===== config.mk =====
export PLATFORM = sky130hd
export DESIGN_NAME = piso_serializer
export DESIGN_NICKNAME = d
export VERILOG_FILES = /design/src/rtl/piso_serializer_pkg.sv /design/src/rtl/piso_hold_buf.sv /design/src/rtl/piso_serializer.sv
export SDC_FILE = /design/constraint.sdc
export NUM_CORES = 1
export LEC_CHECK = 0
export ABC_AREA = 0
export ABC_CLOCK_PERIOD_IN_PS = 2300
export CAP_MARGIN = 20
export CORE_UTILIZATION = 25
export CTS_CLUSTER_DIAMETER = 30
export DETAILED_ROUTE_END_ITERATION = 10
export PLACE_DENSITY_LB_ADDON = 0.2
export REMOVE_ABC_BUFFERS = 1
export SLEW_MARGIN = 5
export SYNTH_ARGS = -nofsm -noshare
export SYNTH_HDL_FRONTEND = slang
export SYNTH_SLANG_ARGS = --single-unit

===== constraint.sdc =====
create_clock -name clk -period 2.3 [get_ports clk]
set_clock_uncertainty 0.1 [all_clocks]
set_input_delay 0.23 -clock clk [delete_from_list [all_inputs] [get_ports clk]]
set_output_delay 0.23 -clock clk [all_outputs]
set_load 0.05 [all_outputs]

===== src/rtl/piso_serializer_pkg.sv =====
// Shared helpers for the parallel-in/serial-out serializer.
package piso_serializer_pkg;

    // Bit-counter width for a word of data_w bits, never narrower than one bit.
    function automatic int unsigned piso_cnt_w(input int unsigned data_w);
        return (data_w > 1) ? $clog2(data_w) : 1;
    endfunction

endpackage


===== src/rtl/piso_hold_buf.sv =====
// One-entry holding register: captures a word on load, releases it on drain.
module piso_hold_buf #(
    parameter int unsigned DATA_W = 8
) (
    input  logic              clk,
    input  logic              rst_n,
    input  logic              i_load,
    input  logic [DATA_W-1:0] i_data,
    input  logic              i_drain,
    output logic              o_full,
    output logic [DATA_W-1:0] o_data
);

    logic              r_full;
    logic [DATA_W-1:0] r_data;

    always_ff @(posedge clk or negedge rst_n) begin
        if (!rst_n) begin
            r_full <= 1'b0;
            r_data <= '0;
        end else if (i_load) begin
            r_full <= 1'b1;
            r_data <= i_data;
        end else if (i_drain) begin
            r_full <= 1'b0;
        end
    end

    assign o_full = r_full;
    assign o_data = r_data;

endmodule


===== src/rtl/piso_serializer.sv =====
// Parallel-in/serial-out converter with a one-word holding buffer, bit-rate strobe
// and per-bit framing flags.
module piso_serializer
    import piso_serializer_pkg::*;
#(
    parameter int unsigned DATA_W     = 8,
    parameter bit          MSB_FIRST  = 1'b1,
    parameter logic        IDLE_LEVEL = 1'b0
) (
    input  logic              clk,
    input  logic              rst_n,
    input  logic              i_in_valid,
    output logic              o_in_ready,
    input  logic [DATA_W-1:0] i_in_data,
    input  logic              i_bit_en,
    output logic              o_dout,
    output logic              o_dout_valid,
    output logic              o_frame_start,
    output logic              o_frame_last
);

    localparam int unsigned CNT_W = piso_cnt_w(DATA_W);

    logic [DATA_W-1:0] r_sreg;
    logic [DATA_W-1:0] w_sreg_d;
    logic [CNT_W-1:0]  r_cnt;
    logic [CNT_W-1:0]  w_cnt_d;
    logic              r_active;
    logic              w_active_d;

    logic              w_hold_full;
    logic [DATA_W-1:0] w_hold_data;
    logic              w_hold_load;
    logic              w_hold_drain;

    logic              w_accept;
    logic              w_consume;
    logic              w_last;
    logic [DATA_W-1:0] w_sreg_shifted;

    assign o_in_ready = !w_hold_full;
    assign w_accept   = i_in_valid && !w_hold_full;
    assign w_consume  = r_active && i_bit_en;
    assign w_last     = (r_cnt == CNT_W'(DATA_W - 1));

    // Vacated end fills with zeros; those bits never reach the output.
    assign w_sreg_shifted = MSB_FIRST ? {r_sreg[DATA_W-2:0], 1'b0}
                                      : {1'b0, r_sreg[DATA_W-1:1]};

    always_comb begin
        w_sreg_d     = r_sreg;
        w_cnt_d      = r_cnt;
        w_active_d   = r_active;
        w_hold_drain = 1'b0;
        if (!r_active) begin
            if (w_accept) begin
                w_sreg_d   = i_in_data;
                w_cnt_d    = '0;
                w_active_d = 1'b1;
            end
        end else if (w_consume && !w_last) begin
            w_sreg_d = w_sreg_shifted;
            w_cnt_d  = r_cnt + CNT_W'(1);
        end else if (w_consume) begin
            w_cnt_d = '0;
            if (w_hold_full) begin
                w_sreg_d     = w_hold_data;
                w_hold_drain = 1'b1;
            end else if (w_accept) begin
                w_sreg_d = i_in_data;
            end else begin
                w_active_d = 1'b0;
            end
        end
    end

    // A word arriving while busy is parked unless it is loaded straight into the shifter.
    assign w_hold_load = r_active && w_accept && !(w_consume && w_last);

    always_ff @(posedge clk or negedge rst_n) begin
        if (!rst_n) begin
            r_sreg   <= '0;
            r_cnt    <= '0;
            r_active <= 1'b0;
        end else begin
            r_sreg   <= w_sreg_d;
            r_cnt    <= w_cnt_d;
            r_active <= w_active_d;
        end
    end

    piso_hold_buf #(
        .DATA_W (DATA_W)
    ) u_hold_buf (
        .clk     (clk),
        .rst_n   (rst_n),
        .i_load  (w_hold_load),
        .i_data  (i_in_data),
        .i_drain (w_hold_drain),
        .o_full  (w_hold_full),
        .o_data  (w_hold_data)
    );

    assign o_dout        = r_active ? (MSB_FIRST ? r_sreg[DATA_W-1] : r_sreg[0]) : IDLE_LEVEL;
    assign o_dout_valid  = r_active;
    assign o_frame_start = r_active && (r_cnt == '0);
    assign o_frame_last  = r_active && w_last;

endmodule


==> flow_metrics.env, run 1 <==
export IMPL_pwr_share_clk_pct=14.5
export IMPL_crit_fanout=6
export IMPL_crit_chain="inv_1 -> clkdlybuf4s50_1"
export IMPL_synth_cells=126
export IMPL_placement_rows=26
export IMPL_route_met2_wl_mm=1.461
export IMPL_cts_hold_buf=0
export IMPL_track_usage_pct=13.25
export IMPL_synth_edf_count=0
export IMPL_ctsRootBufferMaster="clkbuf_8"
export IMPL_relSlewSlack_pct=66.68
export IMPL_grt_antenna_before_repair=0
export IMPL_htree_levels=1
export IMPL_gp_congestion=0.7288
export IMPL_critical_path_depth=2
export IMPL_placed_cells=207
export IMPL_ys_warnings_count=0
export IMPL_postSynth_asyncResetShare_pct=100.0
export IMPL_die_area_sq_um=5564
export IMPL_seq_area_frac_synth_pct=39.89
export IMPL_dr_max_layer_used="met4"
export IMPL_via_per_inst=4.787
export IMPL_power_mw=1.751
export IMPL_setup_tns_ns=0
export IMPL_setup_viol_count_final=0
export IMPL_tightest_slew_ns=0.4998
export IMPL_dr_wl_met3_um=119
export IMPL_start_util_pct=25.96
export IMPL_num_io_pins=17
export IMPL_grt_overflow_total=0
export IMPL_cts_tree="built"
export IMPL_dpl_hpwl_mm=2.224
export IMPL_wl_met1_mm=1.573
export IMPL_grt_max_degree=22
export IMPL_cap_violations=0
export IMPL_slowest_stage="clkdlybuf4s50_1"
export IMPL_nFillCells=552
export IMPL_syn_to_final_growth_pct=20.23
export IMPL_power_net_switching_mw=0.7188
export IMPL_cts_inserted_buffers=3
export IMPL_crit_required_ns=1.97
export IMPL_finalNonFillerCells=211
export IMPL_min_period_over_period_pct=85.98
export IMPL_min_path_type="input pin to async pin"
export IMPL_synth_area_sq_um=1318
export IMPL_nets=158
export IMPL_grt_pass1_vias=1053
export IMPL_die_x_um=74.60
export IMPL_core_sq_um=5075
export IMPL_die_height_um=74.60
export IMPL_avgSynthCellArea_sq_um=10.46
export IMPL_clk_pin_slew_ns=0.09
export IMPL_wl_per_cell_um=15.00
export IMPL_drt_pass1_iterations=5
export IMPL_layout_drive_gt1_share_pct=18.44
export IMPL_drcViolationCount=0
export IMPL_layout_commonest_cell="dfrtp_1"
export IMPL_crit_path_end_kind="output port"
export IMPL_rsz0062_at_grt="false"
export IMPL_power_internal_mw=1.032
export IMPL_ff2ff_path_depth=5
export IMPL_cp_start_kind="register"
export IMPL_p_comb_share_pct=45.3
export IMPL_fmax_mhz=505.7
export IMPL_synth_cell_types=29
export IMPL_cts_repair_resized=0
export IMPL_grt_pass1_wl_mm=5.540
export IMPL_vias=1010
export IMPL_antennaDiodeCount=0
export IMPL_period_needed_ns=1.978
export IMPL_hold_violations=0
export IMPL_portBuffers=16
export IMPL_irDropWorstVdd_v=0.0004995
export IMPL_postCtsSetupRepairBufs=0
export IMPL_cts_max_path_buffers=2
export IMPL_p_per_area_nw_per_um2=1105
export IMPL_leakage_nw=0.6668
export IMPL_crit_path_max_incr_delay_ns=0.80
export IMPL_swShare_pct=41.05
export IMPL_slew_violations=0
export IMPL_pwr_share_seq_pct=40.2
export IMPL_final_cell_mix="dfrtp_1, mux2i_1, o21ai_0, clkdlybuf4s50_1, buf_4"
export IMPL_ant_nets=0
export IMPL_arrival_ns=1.65
export IMPL_drt_total_wl_mm=3.166
export IMPL_outcome="completed"
export IMPL_clkSinkCount=21
export IMPL_synth_ff_type="dfrtp_1"
export IMPL_first_iter_violations=52
export IMPL_critPathKind="register to output port"
export IMPL_worstSkewPairLatency_ns=0.26
export IMPL_synth_seq_cells=21
export IMPL_crit_buf_inv=2
export IMPL_path_delay_family="buffers and inverters"
==> layout make-up <==
type,count,area (sq um),share of cell area [%]
Clock inverter,1,5.005,0.3160
Timing Repair Buffer,23,202.7,12.80
Multi-Input combinational cell,88,703.2,44.39
Sequential cell,21,525.5,33.18
Inverter,5,18.77,1.185
Clock buffer,3,41.29,2.607
Tap cell,70,87.58,5.529
==> sequential cells by signal, indices dropped and copies added (netlist names) <==
register and count:
u_hold_buf.o_full 1, r_cnt 3, o_dout_valid 1, u_hold_buf.o_data 8, r_sreg 8
==> layer usage <==
metal  track usage, %  up-vias
met5                0        -
met4            1.258        0
met3            3.388        2
met2            21.62       25
met1            18.33      494
li1                 -      489
==> cells by family after synthesis <==
| kind of cell | Yosys count | share of synthesized area, % |
|---|---|---|
| multiplexers | 23 | 18.33 |
| flip-flops | 21 | 39.89 |
| AO/OA/AOI/OAI | 31 | 16.71 |
| buffers and inverters | 17 | 6.741 |
| adder cells (fa/ha/maj) | 4 | 3.799 |
| AND/OR/NAND/NOR | 30 | 14.53 |
==> synthesized netlist by cell type (2+ instances only) <==
master | count | area [sq um]
buf_6 | 2 | 22.52
o22ai_1 | 7 | 43.79
inv_1 | 5 | 18.77
and2_1 | 2 | 12.51
o2111a_1 | 7 | 78.83
ha_1 | 4 | 50.05
and3b_1 | 2 | 17.52
buf_4 | 2 | 15.01
nand2b_1 | 8 | 50.05
mux2_2 | 9 | 101.4
clkbuf_1 | 6 | 22.52
o21ai_0 | 13 | 65.06
nand2_1 | 4 | 15.01
dfrtp_1 | 21 | 525.5
mux2i_1 | 14 | 140.1
nand3_1 | 7 | 35.03
==> metrics by stage <==
stage / utilization, % / instance area, sq um / setup WS [ns] / hold slack (ns)
2_1_floorplan: - / 1247 / 0.4526 / -0.1656
3_3_place_gp: 30.30 / 1538 / 0.4594 / 0.3885
3_5_place_dp: 30.30 / 1538 / 0.4382 / 0.3958
4_1_cts: 31.21 / 1584 / 0.3117 / 0.2132
5_1_grt: 31.21 / 1584 / 0.2531 / 0.2219
6_report: 31.21 / 1584 / 0.3225 / 0.2009
==> power groups by stage <==
stage | clock network [mW] | logic [mW] | registers [mW]
after floorplan | 0 | 0.533 | 0.710
after global placement | 0 | 0.778 | 0.704
after detailed placement | 0 | 0.797 | 0.711
after CTS | 0.258 | 0.803 | 0.702
after global routing | 0.271 | 0.881 | 0.734
final | 0.254 | 0.793 | 0.704
==> worst paths after layout <==
| kind | start | to | slack [ns] |
|---|---|---|---|
| min in group clk | r_cnt[0] | r_cnt[0] | 0.41 |
| hold / removal | rst_n | r_sreg[0] | 0.20 |
| max in group asynchronous | rst_n | u_hold_buf.o_data[5] | 1.67 |
| setup / recovery | u_hold_buf.o_full | o_in_ready | 0.32 |
| setup reg to reg | r_cnt[0] | r_sreg[0] | 0.53 |
| hold reg to reg | r_cnt[0] | r_cnt[0] | 0.41 |
(Power assumes the default switching activity.)
==> run 2, diff against run 1 <==
- SLEW_MARGIN: 5 -> 20
==> results of run 2 <==
No change in the layout: final DEF, timing and power equal those of run 1.
